===== src/rtl/cpu_dmem_if.sv =====
// Data-memory interface between p3/p4 and the data bus: one outstanding
// request at a time, little-endian store lane formatting and load extraction.
//
//   state  | meaning
//   -------+----------------------------------------------------------
//   IDLE   | nothing in flight, p4 holds no memory op
//   REQ    | request on the bus, waiting for dmem_ready
//   WAIT_R | read accepted, waiting for dmem_rvalid
//   DONE   | p4 memory op finished (or misaligned, no bus access made)

module cpu_dmem_if (
   input  logic        clock,
   input  logic        reset,
   input  logic [5:0]  p3_op,
   input  logic [31:0] p3_addr,
   input  logic [31:0] p3_wdata,
   input  logic        stall,
   output logic        dmem_request,
   output logic        dmem_write,
   output logic [31:0] dmem_addr,
   output logic [31:0] dmem_wdata,
   output logic [3:0]  dmem_wstrb,
   input  logic        dmem_ready,
   input  logic        dmem_rvalid,
   input  logic [31:0] dmem_rdata,
   output logic [31:0] p4_mem_rdata,
   output logic        p4_read_pending,
   output logic        p4_write_pending,
   output logic        p4_misaligned
);

   // Op encodings shared with the rest of the pipeline.
   localparam logic [5:0] OP_LDB  = 6'h20;
   localparam logic [5:0] OP_LDH  = 6'h21;
   localparam logic [5:0] OP_LDW  = 6'h23;
   localparam logic [5:0] OP_LDBU = 6'h24;
   localparam logic [5:0] OP_LDHU = 6'h25;
   localparam logic [5:0] OP_STB  = 6'h28;
   localparam logic [5:0] OP_STH  = 6'h29;
   localparam logic [5:0] OP_STW  = 6'h2B;

   localparam logic [1:0] SZ_B = 2'd0;
   localparam logic [1:0] SZ_H = 2'd1;
   localparam logic [1:0] SZ_W = 2'd2;

   typedef enum logic [1:0] {
      ST_IDLE   = 2'd0,
      ST_REQ    = 2'd1,
      ST_WAIT_R = 2'd2,
      ST_DONE   = 2'd3
   } state_t;

   state_t      state_q, state_d;
   logic [5:0]  op_q, op_d;
   logic [1:0]  off_q, off_d;
   logic [31:0] addr_q, addr_d;
   logic [31:0] wdata_q, wdata_d;
   logic [3:0]  wstrb_q, wstrb_d;
   logic        write_q, write_d;
   logic        req_q, req_d;
   logic        rpend_q, rpend_d;
   logic        wpend_q, wpend_d;
   logic        misalign_q, misalign_d;
   logic [31:0] rdata_q, rdata_d;

   logic        p3_is_load;
   logic        p3_is_store;
   logic [1:0]  p3_size;
   logic        p3_misalign;
   logic [31:0] st_wdata;
   logic [3:0]  st_wstrb;
   logic [7:0]  ld_byte;
   logic [15:0] ld_half;
   logic [31:0] ld_fmt;

   always_comb begin
      p3_is_load  = 1'b0;
      p3_is_store = 1'b0;
      p3_size     = SZ_W;
      case (p3_op)
         OP_LDB, OP_LDBU: begin
            p3_is_load = 1'b1;
            p3_size    = SZ_B;
         end
         OP_LDH, OP_LDHU: begin
            p3_is_load = 1'b1;
            p3_size    = SZ_H;
         end
         OP_LDW: begin
            p3_is_load = 1'b1;
            p3_size    = SZ_W;
         end
         OP_STB: begin
            p3_is_store = 1'b1;
            p3_size     = SZ_B;
         end
         OP_STH: begin
            p3_is_store = 1'b1;
            p3_size     = SZ_H;
         end
         OP_STW: begin
            p3_is_store = 1'b1;
            p3_size     = SZ_W;
         end
         default: begin
            p3_is_load  = 1'b0;
            p3_is_store = 1'b0;
         end
      endcase
   end

   always_comb begin
      p3_misalign = 1'b0;
      if (p3_size == SZ_H) begin
         p3_misalign = p3_addr[0];
      end else if (p3_size == SZ_W) begin
         p3_misalign = (p3_addr[1:0] != 2'b00);
      end
   end

   // Store data is replicated into every lane so the strobes alone pick the bytes.
   always_comb begin
      st_wdata = 32'h0;
      st_wstrb = 4'b0000;
      if (p3_is_store) begin
         case (p3_size)
            SZ_B: begin
               st_wdata = {4{p3_wdata[7:0]}};
               st_wstrb = 4'b0001 << p3_addr[1:0];
            end
            SZ_H: begin
               st_wdata = {2{p3_wdata[15:0]}};
               st_wstrb = p3_addr[1] ? 4'b1100 : 4'b0011;
            end
            default: begin
               st_wdata = p3_wdata;
               st_wstrb = 4'b1111;
            end
         endcase
      end
   end

   always_comb begin
      ld_byte = dmem_rdata[{off_q, 3'b000} +: 8];
      ld_half = off_q[1] ? dmem_rdata[31:16] : dmem_rdata[15:0];
      case (op_q)
         OP_LDB:  ld_fmt = {{24{ld_byte[7]}}, ld_byte};
         OP_LDBU: ld_fmt = {24'h0, ld_byte};
         OP_LDH:  ld_fmt = {{16{ld_half[15]}}, ld_half};
         OP_LDHU: ld_fmt = {16'h0, ld_half};
         default: ld_fmt = dmem_rdata;
      endcase
   end

   always_comb begin
      state_d    = state_q;
      op_d       = op_q;
      off_d      = off_q;
      addr_d     = addr_q;
      wdata_d    = wdata_q;
      wstrb_d    = wstrb_q;
      write_d    = write_q;
      misalign_d = misalign_q;
      rdata_d    = rdata_q;

      case (state_q)
         ST_IDLE, ST_DONE: begin
            if (!stall) begin
               if (p3_is_load || p3_is_store) begin
                  op_d       = p3_op;
                  off_d      = p3_addr[1:0];
                  misalign_d = p3_misalign;
                  if (p3_misalign) begin
                     state_d = ST_DONE;
                     rdata_d = 32'h0;
                  end else begin
                     state_d = ST_REQ;
                     addr_d  = {p3_addr[31:2], 2'b00};
                     wdata_d = st_wdata;
                     wstrb_d = st_wstrb;
                     write_d = p3_is_store;
                  end
               end else begin
                  state_d    = ST_IDLE;
                  misalign_d = 1'b0;
               end
            end
         end
         ST_REQ: begin
            if (dmem_ready) begin
               state_d = write_q ? ST_DONE : ST_WAIT_R;
            end
         end
         ST_WAIT_R: begin
            if (dmem_rvalid) begin
               rdata_d = ld_fmt;
               state_d = ST_DONE;
            end
         end
         default: begin
            state_d = ST_IDLE;
         end
      endcase

      // Handshake outputs are registered from the next state so they line up with it.
      req_d   = (state_d == ST_REQ);
      rpend_d = ((state_d == ST_REQ) || (state_d == ST_WAIT_R)) && !write_d;
      wpend_d = (state_d == ST_REQ) && write_d;
   end

   always_ff @(posedge clock or posedge reset) begin
      if (reset) begin
         state_q    <= ST_IDLE;
         op_q       <= 6'h0;
         off_q      <= 2'b00;
         addr_q     <= 32'h0;
         wdata_q    <= 32'h0;
         wstrb_q    <= 4'b0000;
         write_q    <= 1'b0;
         req_q      <= 1'b0;
         rpend_q    <= 1'b0;
         wpend_q    <= 1'b0;
         misalign_q <= 1'b0;
         rdata_q    <= 32'h0;
      end else begin
         state_q    <= state_d;
         op_q       <= op_d;
         off_q      <= off_d;
         addr_q     <= addr_d;
         wdata_q    <= wdata_d;
         wstrb_q    <= wstrb_d;
         write_q    <= write_d;
         req_q      <= req_d;
         rpend_q    <= rpend_d;
         wpend_q    <= wpend_d;
         misalign_q <= misalign_d;
         rdata_q    <= rdata_d;
      end
   end

   assign dmem_request     = req_q;
   assign dmem_write       = write_q;
   assign dmem_addr        = addr_q;
   assign dmem_wdata       = wdata_q;
   assign dmem_wstrb       = wstrb_q;
   assign p4_mem_rdata     = rdata_q;
   assign p4_read_pending  = rpend_q;
   assign p4_write_pending = wpend_q;
   assign p4_misaligned    = misalign_q;

endmodule


===== config.mk =====
export PLATFORM = sky130hd
export DESIGN_NAME = cpu_dmem_if
export DESIGN_NICKNAME = d
export VERILOG_FILES = /design/src/rtl/cpu_dmem_if.sv
export SDC_FILE = /design/constraint.sdc
export NUM_CORES = 1
export LEC_CHECK = 0
export ABC_AREA = 1
export CORE_ASPECT_RATIO = 1.4
export CORE_MARGIN = 2
export CORE_UTILIZATION = 48
export CTS_CLUSTER_DIAMETER = 150
export DETAILED_ROUTE_END_ITERATION = 16
export PLACE_DENSITY_LB_ADDON = 0.08
export SYNTH_ARGS = -nofsm -noshare
export SYNTH_HDL_FRONTEND = slang
export SYNTH_SLANG_ARGS = --single-unit

===== constraint.sdc =====
create_clock -name clock -period 11.82 [get_ports clock]
set_clock_uncertainty 0.2 [all_clocks]
set_input_delay 2.364 -clock clock [delete_from_list [all_inputs] [get_ports clock]]
set_output_delay 2.364 -clock clock [all_outputs]
set_load 0.03 [all_outputs]

==> results of run 1 <==
-- cells by family (layout without fill, tap and decap cells) --
kind of cell               after synthesis  after routing  share of synthesized area
DFF                                    113            113                      0.497
and+or+nand+nor                        483            483                      0.343
adders and majority gates                3              3                    0.00660
buffers and inverters                   87            293                     0.0722
other                                    1              2                   0.000660
AOI/OAI and AO/OA                       85             85                     0.0803
-- per-stage QoR --
stage / instance area (µm²) / setup WS [ns] / std cells
after floorplan: 5690 / 6.27 / 773
after global placement: 7760 / 6.30 / 1094
after detailed placement: 7760 / 6.17 / 1094
after CTS: 8340 / 6.57 / 1126
after global routing: 8340 / 6.21 / 1126
final: 8340 / 6.58 / 1126
-- path summary, 6_finish.rpt --
| kind | startpoint | to | slack [ns] | cells after the start |
|---|---|---|---|---|
| hold / removal | dmem_wdata[19] | dmem_wdata[19] | 0.27 | 2 |
| setup reg to reg | state_q[0] | p4_mem_rdata[25] | 8.43 | 7 |
| setup / recovery | p3_op[3] | dmem_addr[7] | 6.58 | 11 |
| min in group asynchronous | reset | p4_mem_rdata[15] | 2.18 | 2 |
| max in group asynchronous | reset | dmem_wdata[7] | 7.98 | 3 |
| hold reg to reg | dmem_wdata[19] | dmem_wdata[19] | 0.27 | 2 |
-- cells in the mapped netlist (all sizes together) --
cell type	number
a21oi	13
dfrtp	113
clkbuf	7
a31oi	1
buf	30
nand4	1
clkinv	2
nand2	387
o22ai	5
conb	1
o21ai	57
a21boi	1
a311oi	1
ha	3
inv	48
nand3b	1
o211ai	7
nor2	52
or2	16
nand3	26
-- layout make-up --
class	instances	area [µm²]	area share
clock buffer	19	453	0.0543
sequential	113	2830	0.339
timing repair buffer	211	2110	0.253
inverter	50	190	0.0228
multi-input combinational	573	2450	0.294
tap	147	184	0.0221
clock inverter	13	128	0.0153
-- tightest hold or removal path, cell delays in order, from the launching register on --
cell and delay (ns):
dfrtp_1 0.34, nand2_1 0.05, nand2_1 0.05
-- sequential cells by signal, summed over array words and instances, names as in the netlist, 2 cells and up, named ones only --
name          cells
dmem_wstrb        4
dmem_addr        30
off_q             2
op_q              6
dmem_wdata       32
state_q           2
p4_mem_rdata     32
-- per-layer routing --
layer / vias up / part of all wire / track usage
met1: 2670 / 0.36 / 0.289
met3: 46 / 0.073 / 0.0757
met5: - / 0 / 0
li1: 2777 / - / -
met4: 0 / 0.043 / 0.133
met2: 229 / 0.52 / 0.471
-- power breakdown --
| group | switching (mW) | leakage [nW] | internal (mW) | total [mW] |
|---|---|---|---|---|
| registers | 0.103 | 1.51 | 0.535 | 0.638 |
| logic | 0.582 | 2.38 | 0.383 | 0.966 |
| clock network | 0.189 | 0.277 | 0.303 | 0.492 |
==> results_tabular.tex, run 1 <==
\begin{tabular}{lr}
\hline
Metric & Value \\
\hline
\multicolumn{2}{l}{\textbf{Timing}} \\
\quad Upper clock frequency limit & 0.191 GHz \\
\quad Hold Vio Cnt, Final & 0 \\
\quad Setup\_tns & 0 ns \\
\quad Max Slew Vio Count & 0 \\
\quad Min Tclk post-route & 5.24 ns \\
\quad RSZ-0062 raised after global routing & false \\
\quad Post-Route Hold Slack & 0.274 ns \\
\quad Setup violations, final & 0 \\
\quad Share of the clock period used by the worst path & 0.444 \\
\quad Transition time of the tightest slew-check pin & 1.24 ns \\
\quad Slew headroom & 0.170 \\
\multicolumn{2}{l}{\textbf{Outcome}} \\
\quad Outcome & complete, no violations \\
\multicolumn{2}{l}{\textbf{CTS}} \\
\quad Setup Buffers After CTS & 0 \\
\quad TritonCTS clock tree & yes \\
\quad Post-cts hold buffer count & 0 \\
\quad Number of cells upsized or downsized after cts & 0 \\
\quad Deepest level of the CTS H-tree & 4 \\
\quad Source-to-sink clock delay at the later pin of the worst-skew pair & 0.41 ns \\
\quad Root buffer cell & clkbuf\_16 \\
\quad Max clock buf depth & 2 \\
\quad Clock-pin slew reported for the worst setup and hold paths after clock tree synthesis & 0.06 ns \\
\quad TritonCTS Buffers & 17 \\
\quad Clock sinks & 113 \\
\multicolumn{2}{l}{\textbf{Critical path}} \\
\quad Worst setup EP type & flop \\
\quad Cells traversed along the worst timing path & clkdlybuf4s50\_1 -> inv\_1 -> nor2\_1 -> nand3\_1 -> nand2\_2 -> nand2\_2 -> nor2\_4 -> nand2\_2 -> inv\_2 -> nand2\_1 -> nand2\_1 \\
\quad Crit-path max cell delay & 0.79 ns \\
\quad Type of element launching the critical path & input port \\
\quad Arr. time, crit path & 5.38 ns \\
\quad Slowest cell on the critical path & inv\_2 \\
\quad Required time worst endpoint & 11.96 ns \\
\quad Highest net fanout along the worst path & 67 \\
\quad Dominant cell type by count on the critical path & nand2\_2 \\
\quad Family with the most delay on the worst path & simple AND/OR/NAND/NOR gates \\
\quad CP bufs+invs & 3 \\
\quad Startpoint-to-endpoint class of the critical path & input port to flop \\
\multicolumn{2}{l}{\textbf{Layout}} \\
\quad \# diodes & 0 \\
\quad Final nets & 1076 \\
\quad Fraction of final layout cells sized beyond drive strength 1 & 0.0715 \\
\quad Most used cells in the layout excluding fill and tap cells & nand2\_1 (383), clkdlybuf4s50\_1 (209), dfrtp\_1 (113), o21ai\_0 (51), nor2\_1 (46) \\
\quad Post-synthesis to final-layout area growth & 46.7\% \\
\quad Commonest non-fill, non-tap cell in the layout & nand2\_1 \\
\quad FILL cells & 1009 \\
\quad Final core utilization & 0.713 \\
\multicolumn{2}{l}{\textbf{Global route}} \\
\quad Number of antenna violations at the first check in global routing & 0 \\
\quad First-pass GRT wire length & 26700 µm \\
\quad Via count of the first global-routing pass & 5829 \\
\quad Congestion Overflow GR & 0 \\
\quad Maximum number of pins on one net before global-route repair & 68 \\
\quad Gr usage total & 0.269 \\
\multicolumn{2}{l}{\textbf{Drt}} \\
\quad Via-per-instance ratio & 5.08 \\
\quad Antenna-violating nets left & 0 \\
\quad Via Count & 5722 \\
\quad Wire length after detailed routing & 16500 µm \\
\quad Detailed router's first-iteration violation count & 278 \\
\quad Drc violations & 0 \\
\quad Average wire per standard cell & 14.6 µm \\
\quad Pre-Repair DR Iteration Count & 5 \\
\multicolumn{2}{l}{\textbf{Yosys}} \\
\quad Part of the Yosys area used for sequential elements & 0.497 \\
\quad Yosys top cell area share & 0.497 \\
\quad Leading post-synthesis cells by cell area & dfrtp\_1 (50\%), nand2\_1 (25\%), o21ai\_0 (4.5\%) \\
\quad Yosys synthesis warning count & 0 \\
\quad Cell type contributing the most total cell area after synthesis & dfrtp\_1 \\
\quad Count of unique library cells instantiated by Yosys & 29 \\
\quad Seq cells post-synth & 113 \\
\quad Mean instance size in the synthesized netlist & 7.36 µm² \\
\quad Cell Area, Synth & 0.00569 mm² \\
\quad Count of mapped cells out of synthesis & 772 \\
\multicolumn{2}{l}{\textbf{Worst hold path}} \\
\quad Worst hold path type & flop to flop \\
\multicolumn{2}{l}{\textbf{Pwr}} \\
\quad P per Cell Area & 251 mW/mm² \\
\quad Leak & 4.17 nW \\
\quad Total design power & 2.10 mW \\
\quad Worst-case vdd ir drop & 127 µV \\
\multicolumn{2}{l}{\textbf{Die}} \\
\quad Effective utilization at floorplan & 0.486 \\
\quad Width of the die & 96.0 µm \\
\quad Number of top-level design ports & 212 \\
\quad Placeable Area & 0.0117 mm² \\
\quad Core Rows & 47 \\
\quad Die span in y & 133 µm \\
\quad Die footprint & 0.0127 mm² \\
\multicolumn{2}{l}{\textbf{Job}} \\
\quad MaxCap Viol Count & 0 \\
\multicolumn{2}{l}{\textbf{Placement}} \\
\quad Port Buffers & 209 \\
\quad Gp weighted congestion & 0.952 \\
\quad Detailed Place HPWL & 12000 µm \\
\hline
\end{tabular}
Power figures use the tool's default switching activity.
==> run 2, diff against run 1 <==
--- a/config.mk
+++ b/config.mk
@@ -8,7 +8,7 @@
 export ABC_AREA = 1
 export CORE_ASPECT_RATIO = 1.4
 export CORE_MARGIN = 2
-export CORE_UTILIZATION = 48
+export CORE_UTILIZATION = 40
 export CTS_CLUSTER_DIAMETER = 150
 export DETAILED_ROUTE_END_ITERATION = 16
 export PLACE_DENSITY_LB_ADDON = 0.08
==> constraint.sdc (replaced) <==
create_clock -name clock -period 4.6 [get_ports clock]
set_clock_uncertainty 0.2 [all_clocks]
set_input_delay 0.92 -clock clock [delete_from_list [all_inputs] [get_ports clock]]
set_output_delay 0.92 -clock clock [all_outputs]
set_load 0.03 [all_outputs]
==> run 2 against run 1 <==
  * Power grew to 2.7 times the previous value
  * Largest cell class unchanged
  * Largest power group unchanged
  * Critical path depth stayed put
  * Critical path type unchanged
  * Register-to-register slack worse by 6.4 ns
==> results_tabular.tex, run 2 (same netlist as run 1, synthesis figures left out) <==
\begin{tabular}{lr}
\hline
Metric & Value \\
\hline
\multicolumn{2}{l}{\textbf{Outcome}} \\
\quad Outcome & complete, no violations \\
\multicolumn{2}{l}{\textbf{Timing}} \\
\quad Setup violations, final & 0 \\
\quad Worst-case setup margin in the final layout & 1.57 ns \\
\quad Transition time of the tightest slew-check pin & 0.788 ns \\
\quad Max Slew Vio Count & 0 \\
\quad Hold Vio Cnt, Final & 0 \\
\quad Slew headroom & 0.475 \\
\quad Setup\_tns & 0 ns \\
\quad Min Tclk post-route & 3.03 ns \\
\quad Post-Route Hold Slack & 0.272 ns \\
\quad RSZ-0062 raised after global routing & false \\
\quad Upper clock frequency limit & 0.330 GHz \\
\quad Share of the clock period used by the worst path & 0.659 \\
\multicolumn{2}{l}{\textbf{Layout}} \\
\quad Fraction of final layout cells sized beyond drive strength 1 & 0.0742 \\
\quad Combined area of the multi-input logic cells & 0.00245 mm² \\
\quad Design area & 0.00850 mm² \\
\quad Most used cells in the layout excluding fill and tap cells & nand2\_1 (383), clkdlybuf4s50\_1 (209), dfrtp\_1 (113), o21ai\_0 (51), nor2\_1 (46) \\
\quad Post-synthesis to final-layout area growth & 49.5\% \\
\quad Layout Cells excl Fill & 1169 \\
\quad Commonest non-fill, non-tap cell in the layout & nand2\_1 \\
\quad Final core utilization & 0.611 \\
\quad Final nets & 1081 \\
\quad FILL cells & 1323 \\
\quad Register cell area after layout & 0.00283 mm² \\
\quad \# diodes & 0 \\
\multicolumn{2}{l}{\textbf{Global route}} \\
\quad Via count of the first global-routing pass & 5584 \\
\quad First-pass GRT wire length & 28200 µm \\
\quad Maximum number of pins on one net before global-route repair & 73 \\
\quad Gr usage total & 0.233 \\
\quad Congestion Overflow GR & 0 \\
\quad Number of antenna violations at the first check in global routing & 0 \\
\multicolumn{2}{l}{\textbf{Drt}} \\
\quad Via-per-instance ratio & 4.72 \\
\quad Via Count & 5520 \\
\quad Antenna-violating nets left & 0 \\
\quad Wire length after detailed routing & 17000 µm \\
\quad Pre-Repair DR Iteration Count & 5 \\
\quad Average wire per standard cell & 14.5 µm \\
\quad Detailed router's first-iteration violation count & 254 \\
\quad Drc violations & 0 \\
\multicolumn{2}{l}{\textbf{CTS}} \\
\quad Number of cells upsized or downsized after cts & 0 \\
\quad Clock-pin slew reported for the worst setup and hold paths after clock tree synthesis & 0.05 ns \\
\quad Post-cts hold buffer count & 0 \\
\quad Deepest level of the CTS H-tree & 4 \\
\quad Max clock buf depth & 2 \\
\quad Setup Buffers After CTS & 0 \\
\quad TritonCTS Buffers & 17 \\
\quad Clock sinks & 113 \\
\quad Source-to-sink clock delay at the later pin of the worst-skew pair & 0.40 ns \\
\quad TritonCTS clock tree & yes \\
\quad Root buffer cell & clkbuf\_16 \\
\multicolumn{2}{l}{\textbf{Die}} \\
\quad Placeable Area & 0.0139 mm² \\
\quad Core Rows & 51 \\
\quad Die footprint & 0.0152 mm² \\
\quad Width of the die & 105 µm \\
\quad Effective utilization at floorplan & 0.409 \\
\quad Number of top-level design ports & 212 \\
\quad Die span in y & 145 µm \\
\multicolumn{2}{l}{\textbf{Placement}} \\
\quad Gp weighted congestion & 0.871 \\
\quad Area post-placement & 0.00786 mm² \\
\quad Detailed Place HPWL & 12300 µm \\
\quad Instance count after placement with tap cells included & 1137 \\
\quad Place WS & 1.13 ns \\
\quad Port Buffers & 209 \\
\multicolumn{2}{l}{\textbf{Critical path}} \\
\quad Required time worst endpoint & 4.74 ns \\
\quad Worst setup EP type & flop \\
\quad Startpoint-to-endpoint class of the critical path & input port to flop \\
\quad Highest net fanout along the worst path & 30 \\
\quad Arr. time, crit path & 3.17 ns \\
\quad Type of element launching the critical path & input port \\
\multicolumn{2}{l}{\textbf{Worst hold path}} \\
\quad Worst hold path type & flop to flop \\
\multicolumn{2}{l}{\textbf{Job}} \\
\quad MaxCap Viol Count & 0 \\
\multicolumn{2}{l}{\textbf{Pwr}} \\
\quad Worst-case vdd ir drop & 284 µV \\
\quad P per Cell Area & 657 mW/mm² \\
\quad Leak & 4.22 nW \\
\quad Total design power & 5.59 mW \\
\hline
\end{tabular}
## run 2: cell count changes in the layout (fill, tap and decap cells not counted), sizes merged
| cell | change |
|---|---|
| buf | +5 |
| inv | -4 |
| bufinv | +4 |
| clkinvlp | +1 |
| clkinv | -1 |
## run 2: critical path, cell delays in order
cell	delay, ns
clkdlybuf4s50_1	0.55
inv_2	0.06
a21oi_1	0.12
nand2_1	0.09
nand2_2	0.09
nand2_2	0.07
nor2_4	0.25
nand2_2	0.31
inv_2	0.50
nand2_1	0.11
nand2_1	0.08
## run 2: power breakdown
group / switching [mW] / total [mW] / internal [mW]
clock network: 0.478 / 1.44 / 0.962
logic: 1.52 / 2.51 / 0.996
registers: 0.261 / 1.64 / 1.37
## run 2: final timing paths
path | from | endpoint | slack (ns) | depth (start not counted)
worst max-delay path | p3_op[0] | dmem_addr[7] | 1.57 | 11
worst min-delay path | op_q[4] | op_q[4] | 0.27 | 2
worst max register to register | state_q[0] | dmem_addr[7] | 2.04 | 8
worst min register to register | op_q[4] | op_q[4] | 0.27 | 2
max in group asynchronous | reset | dmem_wdata[0] | 2.72 | 3
min in group asynchronous | reset | dmem_addr[25] | 0.72 | 2
## run 2: metal layers
layer / routed length, µm / share of wire / up-vias / GRT usage
li1: - / - / 2783 / -
met4: 352 / 0.021 / 0 / 0.0820
met3: 1160 / 0.068 / 26 / 0.0669
met5: 0 / 0 / - / 0
met2: 8750 / 0.51 / 174 / 0.407
met1: 6740 / 0.40 / 2537 / 0.270
## run 2: layout make-up
cell class              count  share of cell area
inverters                  50              0.0224
flip-flops and latches    113               0.333
multi-input cells         573               0.288
clock inverters            13              0.0249
well taps                 185              0.0272
clock buffers              19              0.0509
repair buffers            216               0.254
